`src/rtl/mips_pkg.sv`:
```
// Shared MIPS definitions: opcode/funct encodings, fetch FSM states and reset PC.
package mips_pkg;

   localparam logic [31:0] RESET_PC = 32'h0000_0000;

   localparam logic [5:0] OP_RTYPE = 6'h00;
   localparam logic [5:0] OP_J     = 6'h02;
   localparam logic [5:0] OP_JAL   = 6'h03;
   localparam logic [5:0] OP_BNE   = 6'h05;
   localparam logic [5:0] OP_XORI  = 6'h0E;
   localparam logic [5:0] OP_LW    = 6'h23;
   localparam logic [5:0] OP_SW    = 6'h2B;

   localparam logic [5:0] FN_NOOP    = 6'h00;
   localparam logic [5:0] FN_JR      = 6'h08;
   localparam logic [5:0] FN_SYSCALL = 6'h0C;
   localparam logic [5:0] FN_ADD     = 6'h20;
   localparam logic [5:0] FN_SUB     = 6'h22;
   localparam logic [5:0] FN_SLT     = 6'h2A;

   typedef enum logic [2:0] {
      S_RESET,
      S_FETCH,
      S_WAIT,
      S_ISSUE,
      S_EXEC,
      S_HALT
   } fetch_state_e;

endpackage

```
`src/rtl/instr_fetch_pc_next_sel.sv`:
```
// Combinational next-PC selection: JR > J/JAL > taken branch > sequential.
module pc_next_sel
   import mips_pkg::*;
(
   input  logic [31:0] pc_plus4_i,
   input  logic [25:0] target26_i,
   input  logic [15:0] imm16_i,
   input  logic [31:0] jr_target_i,
   input  logic        jump_i,
   input  logic        jump_sel_i,
   input  logic        branch_i,
   input  logic        branch_taken_i,
   output logic [31:0] next_pc_o
);

   logic [31:0] br_off;
   logic [31:0] br_pc;
   logic [31:0] j_pc;

   assign br_off = {{14{imm16_i[15]}}, imm16_i, 2'b00};
   assign br_pc  = pc_plus4_i + br_off;
   assign j_pc   = {pc_plus4_i[31:28], target26_i, 2'b00};

   always_comb begin
      next_pc_o = pc_plus4_i;
      if (jump_i && jump_sel_i) begin
         next_pc_o = {jr_target_i[31:2], 2'b00};
      end else if (jump_i) begin
         next_pc_o = j_pc;
      end else if (branch_i && branch_taken_i) begin
         next_pc_o = br_pc;
      end
   end

endmodule

```
`src/rtl/instr_fetch.sv`:
```
// Multi-cycle MIPS fetch/sequencing unit: owns the PC, fetches over req/valid, splits fields.
// Optional FETCH_HALT_EN: SYSCALL in ISSUE parks the unit in HALT until reset.
module instr_fetch
   import mips_pkg::*;
(
   input  logic        clk,
   input  logic        reset,
   output logic        imem_req,
   output logic [31:0] imem_addr,
   input  logic        imem_valid,
   input  logic [31:0] imem_rdata,
   output logic [5:0]  opcode,
   output logic [5:0]  funct,
   output logic [4:0]  rs,
   output logic [4:0]  rt,
   output logic [4:0]  rd,
   output logic [15:0] imm16,
   output logic [25:0] target26,
   output logic [31:0] pc_plus4,
   output logic        instr_valid,
   input  logic        Jump,
   input  logic        Branch,
   input  logic        JumpSel,
   input  logic        branch_taken,
   input  logic [31:0] jr_target,
   output logic        halted
);

   fetch_state_e state_q, state_d;
   logic [31:0]  pc_q, pc_d;
   logic [31:0]  ir_q, ir_d;
   logic [31:0]  next_pc;

   pc_next_sel u_pc_next_sel (
      .pc_plus4_i     (pc_plus4),
      .target26_i     (target26),
      .imm16_i        (imm16),
      .jr_target_i    (jr_target),
      .jump_i         (Jump),
      .jump_sel_i     (JumpSel),
      .branch_i       (Branch),
      .branch_taken_i (branch_taken),
      .next_pc_o      (next_pc)
   );

   always_ff @(posedge clk) begin
      if (reset) begin
         state_q <= S_RESET;
         pc_q    <= RESET_PC;
         ir_q    <= '0;
      end else begin
         state_q <= state_d;
         pc_q    <= pc_d;
         ir_q    <= ir_d;
      end
   end

   // Memory responses are only accepted in FETCH/WAIT; redirects only in EXEC.
   always_comb begin
      state_d = state_q;
      pc_d    = pc_q;
      ir_d    = ir_q;
      case (state_q)
         S_RESET: state_d = S_FETCH;
         S_FETCH, S_WAIT: begin
            if (imem_valid) begin
               ir_d    = imem_rdata;
               state_d = S_ISSUE;
            end else begin
               state_d = S_WAIT;
            end
         end
         S_ISSUE: begin
`ifdef FETCH_HALT_EN
            if (ir_q[31:26] == OP_RTYPE && ir_q[5:0] == FN_SYSCALL) begin
               state_d = S_HALT;
            end else begin
               state_d = S_EXEC;
            end
`else
            state_d = S_EXEC;
`endif
         end
         S_EXEC: begin
            pc_d    = next_pc;
            state_d = S_FETCH;
         end
         S_HALT:  state_d = S_HALT;
         default: state_d = S_RESET;
      endcase
   end

   assign imem_req    = (state_q == S_FETCH);
   assign imem_addr   = pc_q;
   assign instr_valid = (state_q == S_ISSUE);
   assign pc_plus4    = pc_q + 32'd4;

   assign opcode   = ir_q[31:26];
   assign rs       = ir_q[25:21];
   assign rt       = ir_q[20:16];
   assign rd       = ir_q[15:11];
   assign funct    = ir_q[5:0];
   assign imm16    = ir_q[15:0];
   assign target26 = ir_q[25:0];

`ifdef FETCH_HALT_EN
   assign halted = (state_q == S_HALT);
`else
   assign halted = 1'b0;
`endif

endmodule

```
`config.mk`:
```
export PLATFORM = sky130hd
export DESIGN_NAME = instr_fetch
export DESIGN_NICKNAME = d
export VERILOG_FILES = /design/src/rtl/mips_pkg.sv /design/src/rtl/instr_fetch_pc_next_sel.sv /design/src/rtl/instr_fetch.sv
export SDC_FILE = /design/constraint.sdc
export NUM_CORES = 1
export LEC_CHECK = 0
export ABC_AREA = 1
export CAP_MARGIN = 20
export CORE_AREA = 5 5 140 142
export CTS_BUF_LIST = sky130_fd_sc_hd__clkbuf_8
export DETAILED_ROUTE_END_ITERATION = 12
export DIE_AREA = 0 0 145 147
export GPL_TIMING_DRIVEN = 0
export PLACE_DENSITY_LB_ADDON = 0.05
export SYNTH_ARGS = -nofsm -noshare
export SYNTH_HDL_FRONTEND = slang
export SYNTH_SLANG_ARGS = --single-unit
```
`constraint.sdc`:
```
create_clock -name clk -period 3.1 [get_ports clk]
set_input_delay 0.465 -clock clk [delete_from_list [all_inputs] [get_ports clk]]
set_output_delay 0.465 -clock clk [all_outputs]
set_load 0.02 [all_outputs]
```
-- Word-level counts from Yosys, hierarchy flattened
Index checks and enable logic that the tools add are counted.
- bits in registers: 67
- input port bits: 71
- output and inout bits: 136
- word-level logic and storage cells: 21
- add/sub/neg operators: 2
- equal/unequal tests: 5
- muxes and demuxes: 5
- reduce and logical (&&, ||, !) cells: 6
- operators by type and width (operator ; number):
    $mux W32 ; 3
    $add A32 B3 Y32 const B ; 1
    $add A32 B32 Y32 ; 1
    $pmux W3 S4 ; 1
    $eq A3 B2 Y1 const B ; 2
    $eq A3 B3 Y1 const B ; 2
    $reduce_or A2 Y1 ; 2
    $eq A3 B1 Y1 const B ; 1
    $logic_not A3 Y1 ; 1
    $logic_and A1 B1 Y1 ; 2
    $reduce_and A2 Y1 ; 1
    $mux W1 ; 1

-- Longest topological paths before layout
- word-level depth: 5
- mapped depth: 25
- gate-level depth less buffers: 25

-- Hierarchy
A second synthesis with hierarchy kept.
- cell total of the unflattened synthesis: 1079
- area, all modules: 6503.7 µm²
- modules (own cells, without submodules) (module ; times used ; cells an instance ; area each (µm²) ; sequential area each (µm²)):
    instr_fetch ; 1 ; 504 ; 3602.2 ; 1341.3
    pc_next_sel ; 1 ; 575 ; 2901.5 ; 0.0

-- Worst setup path before layout
OpenSTA, ideal clock, no wires.
- kind: reg-to-reg
- start: register pc_q[2] (netlist: imem_addr[2])
- end: register pc_q[30] (netlist: imem_addr[30])
- arrival time: 3.093 ns
- setup slack: -0.110 ns
- stages on the path, launching flop included: 21
- path buffers: 0
- clock period less this slack: 3.210 ns
- path through: dfxtp_1 > ha_1 > nand2_1 > nor2_2 > nand2_1 > nor2_2 > nand2_1 > xnor2_1 > ha_1 > nand2_1 > nor2_1 > nor2_1 > nand2_1 > nand2_1 > nand3_1 > nand2_1 > inv_1 > o21ai_0 > nand2_1 > a21oi_1 > nor2_1
- word-level cells in the longest chain between the ends: 5
- ends and longest elaborated chain (element ; RTL line ; source):
    from (decl) ; instr_fetch.sv:30 ; logic [31:0] pc_q, pc_d;
    from (signal assigned) ; instr_fetch.sv:53 ; pc_q <= pc_d;
    $add A32 B3 Y32 ; instr_fetch.sv:96 ; assign pc_plus4 = pc_q + 32'd4;
    net pc_plus4[12] ; instr_fetch.sv:19 ; output logic [31:0] pc_plus4,
    $add A32 B32 Y32 ; instr_fetch_pc_next_sel.sv:21 ; assign br_pc = pc_plus4_i + br_off;
    $mux W32 ; instr_fetch_pc_next_sel.sv:30 ; end else if (branch_i && branch_taken_i) begin
    $mux W32 ; instr_fetch_pc_next_sel.sv:28 ; end else if (jump_i) begin
    $mux W32 ; instr_fetch_pc_next_sel.sv:26 ; if (jump_i && jump_sel_i) begin
The timed path passes the listed nets, and every way through them passes these cells.
A chain may end at the register's enable or synchronous reset.

-- Worst setup path after layout
- start: register pc_q[3] (netlist: imem_addr[3])
- end: register pc_q[27] (netlist: imem_addr[27])
- word-level cells in the longest chain between the ends: 5
- ends and longest elaborated chain (element ; RTL line):
    $add A32 B3 Y32 * ; instr_fetch.sv:96
    $add A32 B32 Y32 ; instr_fetch_pc_next_sel.sv:21
    $mux W32 * ; instr_fetch_pc_next_sel.sv:30
    $mux W32 * ; instr_fetch_pc_next_sel.sv:28
    $mux W32 * ; instr_fetch_pc_next_sel.sv:26
Mark *: on every way between the ends. The rest lies on a longest branch, timed or not.

==> impl_metrics.json <==
{
  "crit_family": "simple AND/OR/NAND/NOR gates",
  "ant_nets": 0,
  "initial_core_util_pct": 34.1,
  "insertion_delay_ns": 0.38,
  "num_rows": 50,
  "drt_iter0_markers": 507,
  "multi_input_area_mm2": 0.00498,
  "cts.sinks": 65,
  "synth_edf_count": 0,
  "worst_pin_slew_ns": 0.963,
  "synthCells": 1068,
  "status": "completed",
  "worst_setup_path_end_kind": "register",
  "seq_area_mm2": 0.00138,
  "wire_per_inst_um": 18.4,
  "mostFrequentLayoutCells": "nand2_1 (223), clkdlybuf4s50_1 (196), inv_1 (132), buf_4 (98), a21oi_1 (95)",
  "ys_ff_latch": 65,
  "reg2reg_slack_ns": 0.07,
  "h-tree-depth": 3,
  "met2_length_mm": 13.8,
  "crit_top_cell": "nand2_1",
  "fp.dieW_um": 145,
  "hp-class": "register to register",
  "hold_buffers": 0,
  "grt_max_degree": 26,
  "die_y_um": 147,
  "path_cells": "ha_4 > nand2_4 > nor2_4 > nand2_4 > nor2_4 > nand2_4 > xnor2_4 > ha_4 > nand2_2 > nor2_4 > nand2_1 > nor3_1 > nand2_1 > nand3_1 > nand2_1 > nand3_1 > nand2_1 > nand2_1 > nand2_1 > nand2_1 > a21oi_1",
  "drive_gt1_share_pct": 25.6,
  "cp.arrival_ns": 3.26,
  "path_buf_inv": 0,
  "tns_ns": 0,
  "placement.io_buffers": 198,
  "core_mm2": 0.0183,
  "finalCriticalPeriod_ns": 3.03,
  "post_synth_num_cell_types": 42,
  "setup_viol": 0,
  "dr_wl_met3_mm": 2.13,
  "num_io_pins": 207,
  "p_per_area_mw_per_mm2": 359,
  "yosysSeqAreaShare_pct": 20.8,
  "post-route-period-util_pct": 97.6,
  "nNetsFinal": 1447,
  "drtPass1Iterations": 5,
  "syn2layout_area_growth_pct": 65.6,
  "routed.top_layer": "met4",
  "cts.clk_slew.worst_paths_ns": 0.08,
  "wl_met1_mm": 12.3,
  "die-area_mm2": 0.0213,
  "start_kind": "register",
  "max_stage_delay_ns": 0.41,
  "rsz0062_at_grt": "yes",
  "clockBufferDepth": 2,
  "drv_slew": 0,
  "cts_tree": "built",
  "drc": 0,
  "dp_hpwl_mm": 22.8,
  "ys_warn_count": 0,
  "hold_viol_final": 0,
  "worst_clock_skew_ns": 0.00725,
  "vias": 8048,
  "async_flop_share_pct": 0,
  "cts_root_buf": "clkbuf_8",
  "synthFlopType": "dfxtp_1",
  "synth.avg_cell_area_um2": 5.86,
  "final_common_cell": "nand2_1",
  "numCtsBuffers": 9,
  "ir_drop_mv": 0.230,
  "max_freq_mhz": 331,
  "grt_pass1_vias": 7560,
  "grt_pass1_wl_mm": 42.5,
  "vias_per_cell": 5.10,
  "cp.required_ns": 3.34,
  "leakagePower_nw": 4.53,
  "cap_violations": 0,
  "power_w": 0.00372,
  "n_fill_cell": 1874,
  "routed_wl_mm": 29.0,
  "crit_type": "register to register",
  "path_max_fanout": 5,
  "antenna_cells": 0,
  "critPathSlowestCell": "dfxtp_4",
  "slew_headroom_pct": 35.8,
  "place_congestion": 0.961,
  "grt.overflow.total": 0,
  "synth_area_mm2": 0.00626,
  "antenna_found_initial": 0,
  "track_usage_pct": 25.1
}
-- state kept, by name (all words and copies together), names as in the netlist --
register	flops
imem_addr	30
ir_q	32
state_q	3
-- worst reg2reg max path: cells and delay by family (launching register included) --
family / cells / cell delay (ns)
AOI/OAI and AO/OA: 1 / 0.06
xor gates and xnor gates: 1 / 0.17
adders and majority gates: 2 / 0.48
DFF: 1 / 0.41
and+or+nand+nor: 17 / 1.77
-- power breakdown --
group	switching (W)	internal (W)
Clock	0.000393	0.000559
Sequential	0.000161	0.000921
Combinational	0.000892	0.000792
Total	0.00145	0.00227
-- timing repair --
| item | CTS | global route |
|---|---|---|
| endpoints found under the setup margin | 28 | 23 |
| pin swaps | 18 | 68 |
| resized for setup | 91 | 188 |
| buffers inserted | 14 | 44 |
| hold endpoints to repair | 0 | 0 |
| gates cloned | 0 | 0 |
-- synth_stat cells, types with 5 or more instances --
master | instances | area, µm²
dfxtp_1 | 65 | 1300
inv_2 | 7 | 26.3
nand4_1 | 14 | 87.6
o21bai_1 | 9 | 67.6
clkbuf_1 | 28 | 105
xnor2_1 | 6 | 52.6
o211ai_1 | 8 | 60.1
inv_1 | 149 | 559
o21ai_1 | 11 | 55.1
nor3_1 | 14 | 70.1
nor2_1 | 108 | 405
buf_4 | 42 | 315
o21ai_0 | 78 | 390
a21oi_1 | 111 | 556
nand2_1 | 271 | 1020
ha_1 | 36 | 450
nor2_2 | 5 | 31.3
xor2_1 | 16 | 140
nand3_1 | 46 | 230
-- per-stage QoR --
step	cell area (µm²)	cells	util (%)	setup WS (ns)	hold WS, ns
final	10400	1578	56.5	0.0747	0.449
after floorplan	6280	1072	-	0.0348	0.481
after detailed placement	8560	1504	46.7	-0.483	0.438
after global routing	10400	1578	56.5	-0.120	0.466
after CTS	9260	1534	50.5	-0.0194	0.451
after global placement	8560	1504	46.7	-0.477	0.432
-- cells by family (layout without fill, tap and decap cells) --
logic type                 Yosys count  in the layout  share of synthesized area (%)
and+or+nand+nor                    478            478                           31.9
other                                1              5                         0.0599
buffers and inverters              230            502                           16.3
DFF                                 65             65                           20.8
AOI/OAI and AO/OA                  235            235                           20.4
xor gates and xnor gates            22             22                           3.08
adders and majority gates           37             37                           7.52
-- layer usage --
metal  GRT usage (%)  vias to the layer above
met5               0                        -
met4            6.12                        0
met3            4.75                       53
met2            42.8                      305
met1            32.9                     3746
li1                -                     3944
-- path summary, 6_finish.rpt --
check | from | endpoint | cells after the start
max | imem_addr[3] | imem_addr[27] | 21
min | ir_q[31] | ir_q[31] | 2
max reg2reg | imem_addr[3] | imem_addr[27] | 21
min reg2reg | ir_q[31] | ir_q[31] | 2
-- final cells by class --
type / instances / area share [%]
clock inverters: 6 / 1.11
repair buffers: 256 / 23.4
plain buffers: 71 / 4.09
flip-flops and latches: 65 / 13.4
inverters: 159 / 5.82
well taps: 234 / 2.83
clock buffers: 10 / 1.33
multi-input cells: 777 / 48.0
Note: power is estimated with default switching activity, not from simulation.
